## config.mk

```make
export PLATFORM = sky130hd
export DESIGN_NAME = neuron_feeder
export DESIGN_NICKNAME = d
export VERILOG_FILES = /design/src/rtl/nn_pkg.sv /design/src/rtl/beat_counter.sv /design/src/rtl/neuron_feeder.sv
export SDC_FILE = /design/constraint.sdc
export NUM_CORES = 1
export LEC_CHECK = 0
export ABC_CLOCK_PERIOD_IN_PS = 5010
export BUFFER_PORTS_ARGS = -buffer_cell sky130_fd_sc_hd__buf_2
export CAP_MARGIN = 20
export CORE_AREA = 2 2 82 84
export DETAILED_ROUTE_END_ITERATION = 10
export DIE_AREA = 0 0 84 86
export GPL_TIMING_DRIVEN = 0
export PLACE_DENSITY_LB_ADDON = 0.3
export SLEW_MARGIN = 20
export SYNTH_ARGS = -nofsm -noshare
export SYNTH_HDL_FRONTEND = slang
export SYNTH_HIERARCHICAL = 1
export SYNTH_SLANG_ARGS = --single-unit
```

## constraint.sdc

```tcl
create_clock -name clk -period 5.01 [get_ports clk]
set_input_delay 0.501 -clock clk [delete_from_list [all_inputs] [get_ports clk]]
set_output_delay 0.501 -clock clk [all_outputs]
set_load 0.03 [all_outputs]
```

## src/rtl/nn_pkg.sv

```systemverilog
// Shared types and default sizing for the neuron-layer sequencer.
// Address widths are derived from depths via addr_w so a depth of 1 still gets a 1-bit bus.
package nn_pkg;

    localparam int IN_WIDTH_DEF    = 16;
    localparam int NUM_INPUTS_DEF  = 784;
    localparam int NUM_NEURONS_DEF = 10;

    function automatic int addr_w(input int depth);
        return (depth > 1) ? $clog2(depth) : 1;
    endfunction

    localparam int PIX_AW_DEF = addr_w(NUM_INPUTS_DEF);
    localparam int W_AW_DEF   = addr_w(NUM_INPUTS_DEF * NUM_NEURONS_DEF);
    localparam int N_AW_DEF   = addr_w(NUM_NEURONS_DEF);

    typedef enum logic [2:0] {
        S_IDLE,
        S_LOAD_BIAS,
        S_STREAM,
        S_WAIT,
        S_WRITE
    } feeder_state_t;

endpackage

```

## src/rtl/beat_counter.sv

```systemverilog
// Up-counter from 0 to MAX-1 with synchronous clear and a terminal-count flag.
// Advancing past the terminal count returns to 0 explicitly.
module beat_counter #(
    parameter int MAX = 4,
    parameter int CW  = 2
) (
    input  logic          clk,
    input  logic          rst,
    input  logic          i_clr,
    input  logic          i_en,
    output logic [CW-1:0] o_count,
    output logic          o_tc
);

    logic [CW-1:0] r_count;

    // NOTE: state is updated with non-blocking assignments so every flop samples pre-edge values.
    always_ff @(posedge clk) begin
        if (rst || i_clr) begin
            r_count <= '0;
        end else if (i_en) begin
            r_count <= o_tc ? '0 : r_count + CW'(1);
        end
    end

    assign o_count = r_count;
    assign o_tc    = (r_count == CW'(MAX - 1));

endmodule

```

## src/rtl/neuron_feeder.sv

```systemverilog
// Sequences one layer through a serial neuron: bias fetch, NUM_INPUTS pixel/weight beats,
// wait for the neuron result, then write it to the result memory at the neuron index.
module neuron_feeder
    import nn_pkg::*;
#(
    parameter int IN_WIDTH    = IN_WIDTH_DEF,
    parameter int NUM_INPUTS  = NUM_INPUTS_DEF,
    parameter int NUM_NEURONS = NUM_NEURONS_DEF,
    parameter int PIX_AW      = addr_w(NUM_INPUTS),
    parameter int W_AW        = addr_w(NUM_INPUTS * NUM_NEURONS),
    parameter int N_AW        = addr_w(NUM_NEURONS)
) (
    input  logic                clk,
    input  logic                rst,
    input  logic                start,
    output logic                busy,
    output logic                done,
    output logic [PIX_AW-1:0]   pix_addr,
    input  logic [IN_WIDTH-1:0] pix_rdata,
    output logic [W_AW-1:0]     w_addr,
    input  logic [IN_WIDTH-1:0] w_rdata,
    output logic [N_AW-1:0]     b_addr,
    input  logic [IN_WIDTH-1:0] b_rdata,
    output logic [IN_WIDTH-1:0] nrn_data,
    output logic [IN_WIDTH-1:0] nrn_weight,
    output logic [IN_WIDTH-1:0] nrn_bias,
    output logic                nrn_valid,
    input  logic [IN_WIDTH-1:0] nrn_out,
    input  logic                nrn_out_valid,
    output logic                res_we,
    output logic [N_AW-1:0]     res_addr,
    output logic [IN_WIDTH-1:0] res_data
);

    feeder_state_t       r_state;
    feeder_state_t       w_next;
    logic [PIX_AW-1:0]   w_i;
    logic [N_AW-1:0]     w_n;
    logic                w_i_tc;
    logic                w_n_tc;
    logic                w_start_acc;
    logic                w_stream;
    logic [W_AW-1:0]     r_wp;
    logic                r_nrn_valid;
    logic [IN_WIDTH-1:0] r_nrn_bias;
    logic [N_AW-1:0]     r_res_addr;
    logic [IN_WIDTH-1:0] r_res_data;

    assign w_start_acc = (r_state == S_IDLE) && start;
    assign w_stream    = (r_state == S_STREAM);

    beat_counter #(.MAX(NUM_INPUTS), .CW(PIX_AW)) u_beat (
        .clk     (clk),
        .rst     (rst),
        .i_clr   (w_start_acc),
        .i_en    (w_stream),
        .o_count (w_i),
        .o_tc    (w_i_tc)
    );

    beat_counter #(.MAX(NUM_NEURONS), .CW(N_AW)) u_neuron (
        .clk     (clk),
        .rst     (rst),
        .i_clr   (w_start_acc),
        .i_en    ((r_state == S_WRITE) && !w_n_tc),
        .o_count (w_n),
        .o_tc    (w_n_tc)
    );

    always_ff @(posedge clk) begin
        if (rst) begin
            r_state <= S_IDLE;
        end else begin
            r_state <= w_next;
        end
    end

    // NOTE: w_next takes its default first so no path through the case infers a latch.
    always_comb begin
        w_next = r_state;
        case (r_state)
            S_IDLE:      if (start) w_next = S_LOAD_BIAS;
            S_LOAD_BIAS: w_next = S_STREAM;
            S_STREAM:    if (w_i_tc) w_next = S_WAIT;
            S_WAIT:      if (nrn_out_valid) w_next = S_WRITE;
            S_WRITE:     w_next = w_n_tc ? S_IDLE : S_LOAD_BIAS;
            default:     w_next = S_IDLE;
        endcase
    end

    // Running weight pointer; it holds on the very last beat of the layer so it never leaves the ROM.
    always_ff @(posedge clk) begin
        if (rst || w_start_acc) begin
            r_wp <= '0;
        end else if (w_stream && !(w_i_tc && w_n_tc)) begin
            r_wp <= r_wp + W_AW'(1);
        end
    end

    always_ff @(posedge clk) begin
        if (rst) begin
            r_nrn_valid <= 1'b0;
            r_nrn_bias  <= '0;
            r_res_addr  <= '0;
            r_res_data  <= '0;
        end else begin
            r_nrn_valid <= w_stream;
            if (w_stream && (w_i == '0)) begin
                r_nrn_bias <= b_rdata;
            end
            if ((r_state == S_WAIT) && nrn_out_valid) begin
                r_res_addr <= w_n;
                r_res_data <= nrn_out;
            end
        end
    end

    // ROM read data arrives one cycle after the issue, in step with the registered valid.
    assign nrn_data   = r_nrn_valid ? pix_rdata : '0;
    assign nrn_weight = r_nrn_valid ? w_rdata   : '0;
    assign nrn_valid  = r_nrn_valid;
    assign nrn_bias   = r_nrn_bias;

    assign pix_addr = w_i;
    assign w_addr   = r_wp;
    assign b_addr   = w_n;
    assign busy     = (r_state != S_IDLE);
    assign res_we   = (r_state == S_WRITE);
    assign done     = (r_state == S_WRITE) && w_n_tc;
    assign res_addr = r_res_addr;
    assign res_data = r_res_data;

endmodule

```

# Word-level counts from Yosys, hierarchy flattened
# Cells that the tools add are included.
# classes
div_mod_pow	0
n_addsub	3
order_cmp	0
muxes	9
mul	0
n_shift	0
n_reduce_logical	14
eq_ne	9
bitwise	0
# ops
operator	n
16-bit 2-to-1 mux	2
3-bit case mux with 5 select lines	1
13-bit by 1-bit adder with 13-bit output, second input constant	1
10-bit by 1-bit adder with 10-bit output, second input constant	1
10-bit equality test, second input constant	1
10-bit zero test	1
10-bit 2-to-1 mux	1
3-bit 2-to-1 mux	3
1-bit logical AND	7
3-bit by 2-bit equality test with 1-bit output, second input constant	2
4-bit by 1-bit adder with 4-bit output, second input constant	1
4-bit equality test, second input constant	1
4-bit 2-to-1 mux	1
2-bit inequality test, second input constant	2
3-bit by 1-bit equality test with 1-bit output, second input constant	1
3-bit equality test, second input constant	1
3-bit zero test	1
3-bit AND reduction	1
3-bit nonzero test	1
1-bit zero test	2
2-bit by 1-bit inequality test with 1-bit output, second input constant	1
1-bit logical OR	1
1-bit 2-to-1 mux	1
# totals
regBits	67
rom_bits	0
output_inout_bits	99
mem_count	0
wordCells	43
latch_bits	0
ram_bits	0

# Logic depth before layout (Yosys ltp)
# depth
ltp_word	4
mapped_depth	7

# Modules after synthesis
# Netlist, hierarchy kept.
# by_module_without_submodules
module	cells_each	area_each_um2	instances
neuron_feeder	270	2289.7	1
beat_counter at u_beat	57	505.5	1
beat_counter at u_neuron	21	196.4	1

# Least setup slack after synthesis
# OpenSTA, ideal clock, no wires.
# synth_path
kind	register -> register
start	reg r_state[2]
end	reg u_beat.r_count[9] (netlist: u_beat/o_count[9])
setup_ps	70
period_less_slack_ps	1888
arrival_time_ps	1819
path_stages_with_launch	7
path_buffers	2
path_slack_ps	3122
path_cell_list	dfxtp_1 > buf_2 > nor3b_4 > buf_6 > nand4_1 > or4_1 > a21oi_1
# synth_between
elab_cells_between_ends	4
classes_between	1 x eq/ne; 3 x reduce/logical
# synth_rtl
item	line	text
from (decl)	neuron_feeder.sv:35	feeder_state_t r_state;
from (signal assigned)	neuron_feeder.sv:74	r_state <= w_next;
3-bit by 2-bit equality test with 1-bit output	neuron_feeder.sv:50	assign w_stream = (r_state == S_STREAM);
named net w_stream	neuron_feeder.sv:42	logic w_stream;
to (signal assigned)	beat_counter.sv:22	r_count <= o_tc ? '0 : r_count + CW'(1);
to (decl)	beat_counter.sv:15	logic [CW-1:0] r_count;
# The timed path passes the listed nets, and every way through them passes these cells.
# A chain may end at the register's enable or synchronous reset.

# Worst setup path after layout
# layout_path
start	reg r_state[1]
end	reg u_beat.r_count[9] (netlist: u_beat/o_count[9])
# Same word-level chain as after synthesis.

==> out/qor.yml <==
worst_setup_path:
  end_kind: "flip-flop"
  reg2reg_depth: 5
  r2r_start: "r_state[1]"
  crit_path_start_kind: "flip-flop"
  r2r_setup_slack_ps: 2920
  required_ps: 5280
  worstReg2RegEnd: "u_beat/o_count[9]"
  worstPathArrival_ps: 2370
  crit_type: "flip-flop to flip-flop"
  cp_max_fo: 10
yosys:
  synth-main-ff-cell: "dfxtp_1"
  synth_compound_area_share_pct: 10.71
  synth_top_cells_by_area: "dfxtp_1 (45%), and2_1 (7.3%), nand2_1 (6.9%)"
  ys_seq_elements: 67
  synth.most_common_cell: "dfxtp_1"
  yosysTopAreaCellShare_pct: 44.83
  synth_top_area_cell: "dfxtp_1"
  synthXorXnorAreaFrac_pct: 2.928
  synth_fa_ha_area_share_pct: 0.8365
  synth_edf_count: 0
  synth-simple-area-share_pct: 31.83
  netlist_instances: 348
  ys_warn_count: 6
  syn_area_mm2: 0.002992
  synth_mux_area_share_pct: 6.064
  synthTopCellsByCount: "dfxtp_1 (67), nand2_1 (55), a21oi_1 (35), and2_1 (35), nor2_1 (35)"
  synthesis.area_per_instance_um2: 8.597
  async_reset_ff_share_pct: 0
  synth_top_family_by_area: "simple AND/OR/NAND/NOR gates"
  ys_seq_area_share_pct: 44.83
  synthDistinctLibCells: 45
  synth_nets: 418
clocking:
  cts_sinks: 67
  cts_tree: "built"
  hold_buffers: 0
  root_buffer: "clkbuf_8"
  clk_latency_ps: 340
  clk_pin_slew_ps: 70
  htree_levels: 3
  cts_inserted_buffers: 9
  cts_setup_buffers: 0
  cts_buffer_depth: 2
  cts_resized: 0
placement:
  dp_hpwl_um: 5931
  io_buffers: 166
  gp_congestion: 0.8166
  place_area_mm2: 0.003919
pwr:
  power_frac_seq_pct: 43.6
  p_comb_share_pct: 14.5
  peakVddDrop_mv: 0.2431
  total_power_mw: 1.289
  clockPowerShare_pct: 42.0
  swShare_pct: 26.20
  leakage_nw: 2.044
  intPower_uw: 951.0
  power_density_mw_per_mm2: 309.8
  power_switching_uw: 337.7
global_route:
  antenna_found_initial: 0
  grt_pass1_wl_um: 12880
  overflow: 0
  grt_pass1_vias: 2961
  grt_max_degree: 13
  track_usage_pct: 21.64
layout:
  fin_util_pct: 66.27
  syn_to_final_growth_pct: 39.06
  drive_gt1_share_pct: 37.92
  layout.nets: 595
  fin_area_mm2: 0.004160
  diodes: 0
floorplanning:
  dieArea_mm2: 0.007224
  die_w_um: 84
  io_pins: 167
  dieHeight_um: 86
  core_mm2: 0.006277
  rows: 29
  start_util_pct: 47.66
routing:
  drtIter0Drc: 99
  vias_per_cell: 5.163
  ant_nets: 0
  via_count: 3134
  wl_per_cell_um: 12.65
  routed_wl_um: 7676
  drc_errors: 0
  dr.pass1.iters: 4
sta:
  slew_viol_final: 0
  setup-violations-final: 0
  hold_viol: 0
  finalClockSkew_ps: 8.949
  rsz0062_at_grt: "no"
  period_needed_ps: 2093
  fmax_mhz: 477.8
  whs_ps: 393.6
  slew_headroom_pct: 60.93
  tns_ps: 0
  worst_slew_pin_slew_ps: 580.7
  min_period_over_period_pct: 41.77
min_path:
  hp-start: "nrn_out[6]"
  worst_hold_path_type: "input port to flip-flop"
  min_to: "res_data[6]"
  worstHoldPathCells: 3
run:
  max-cap-violations: 0
status:
  outcome: "complete, no violations"
==> metrics by stage <==
stage / std cells / worst slack (ps)
global route: 607 / 2670
CTS: 607 / 2915
detailed placement: 591 / 2923
finish: 607 / 2917
global placement: 591 / 2983
floorplan: 348 / 3122
==> cells in the final DEF (no fill, tap or decap), types with 2 or more instances in the layout <==
cell type	instances
dfxtp_1	67
or4_1	3
nor3_1	4
inv_1	3
xnor2_1	3
clkbuf_8	9
clkinvlp_4	2
xor2_1	7
nor2b_1	2
nand3_2	2
a21oi_1	35
or2_2	3
o21ai_0	8
and4_1	3
bufinv_16	3
nor2_1	35
nand3_1	8
nand2_1	55
o31ai_1	3
ha_1	2
clkbuf_1	13
buf_2	167
buf_6	2
nand4_1	7
or3_1	8
nor4_1	3
and2_1	35
mux2i_1	17
==> area by class of cell <==
| type | count | area, µm² |
|---|---|---|
| plain buffers | 15 | 72.57 |
| clock buffers | 10 | 127.6 |
| clock inverters | 6 | 113.9 |
| fillers | 544 | 2117 |
| inverters | 3 | 11.26 |
| multi-input cells | 263 | 1567 |
| flip-flops and latches | 67 | 1341 |
| well taps | 77 | 96.34 |
| repair buffers | 166 | 830.8 |
==> registers in the layout, indices dropped and copies added (netlist names) <==
register / count
nrn_bias: 16
res_addr: 4
r_state: 3
nrn_valid: 1
w_addr: 13
u_beat/o_count: 10
res_data: 16
u_neuron/o_count: 4
==> power by group through the flow <==
| stage | Sequential (mW) | Clock (mW) | Combinational [mW] |
|---|---|---|---|
| 2_1_floorplan | 0.599 | 0 | 0.0958 |
| 3_3_place_gp | 0.572 | 0 | 0.184 |
| 3_5_place_dp | 0.573 | 0 | 0.187 |
| 4_1_cts | 0.561 | 0.550 | 0.188 |
| 5_1_grt | 0.564 | 0.578 | 0.202 |
| 6_report | 0.561 | 0.541 | 0.186 |
==> worst max-delay path by stage <==
stage	startpoint	end	slack, ps
detailed placement	r_state[1]	u_beat/o_count[9]	2920
CTS	r_state[1]	u_beat/o_count[9]	2920
global placement	r_state[2]	u_beat/o_count[9]	2980
global route	r_state[1]	u_beat/o_count[9]	2670
finish	r_state[1]	u_beat/o_count[9]	2920
floorplan	r_state[2]	u_beat/o_count[9]	3120
==> cell families (layout without fill, tap and decap cells) <==
group | after synthesis | count (layout)
AO/OA/AOI/OAI | 55 | 55
XOR/XNOR | 10 | 10
adder cells (fa/ha/maj) | 2 | 2
buffers and inverters | 18 | 200
flip-flops | 67 | 67
multiplexers | 18 | 18
AND/OR/NAND/NOR | 178 | 178
==> critical path, stage by stage (launching register included) <==
cell	delay, ps
dfxtp_1	450
nor3b_4	550
buf_6	210
nand4_1	140
or4_1	530
a21oi_1	140
==> routing by layer <==
layer	share of wire, %	wire length (µm)	GRT usage [%]	up-vias
li1	-	-	-	1565
met1	40	3038	23.72	1415
met2	50	3846	40.07	139
met3	8.7	666	7.315	15
met4	1.6	124	5.718	0
met5	0	0	0	-
No activity file was read; power rests on OpenSTA's default activity.
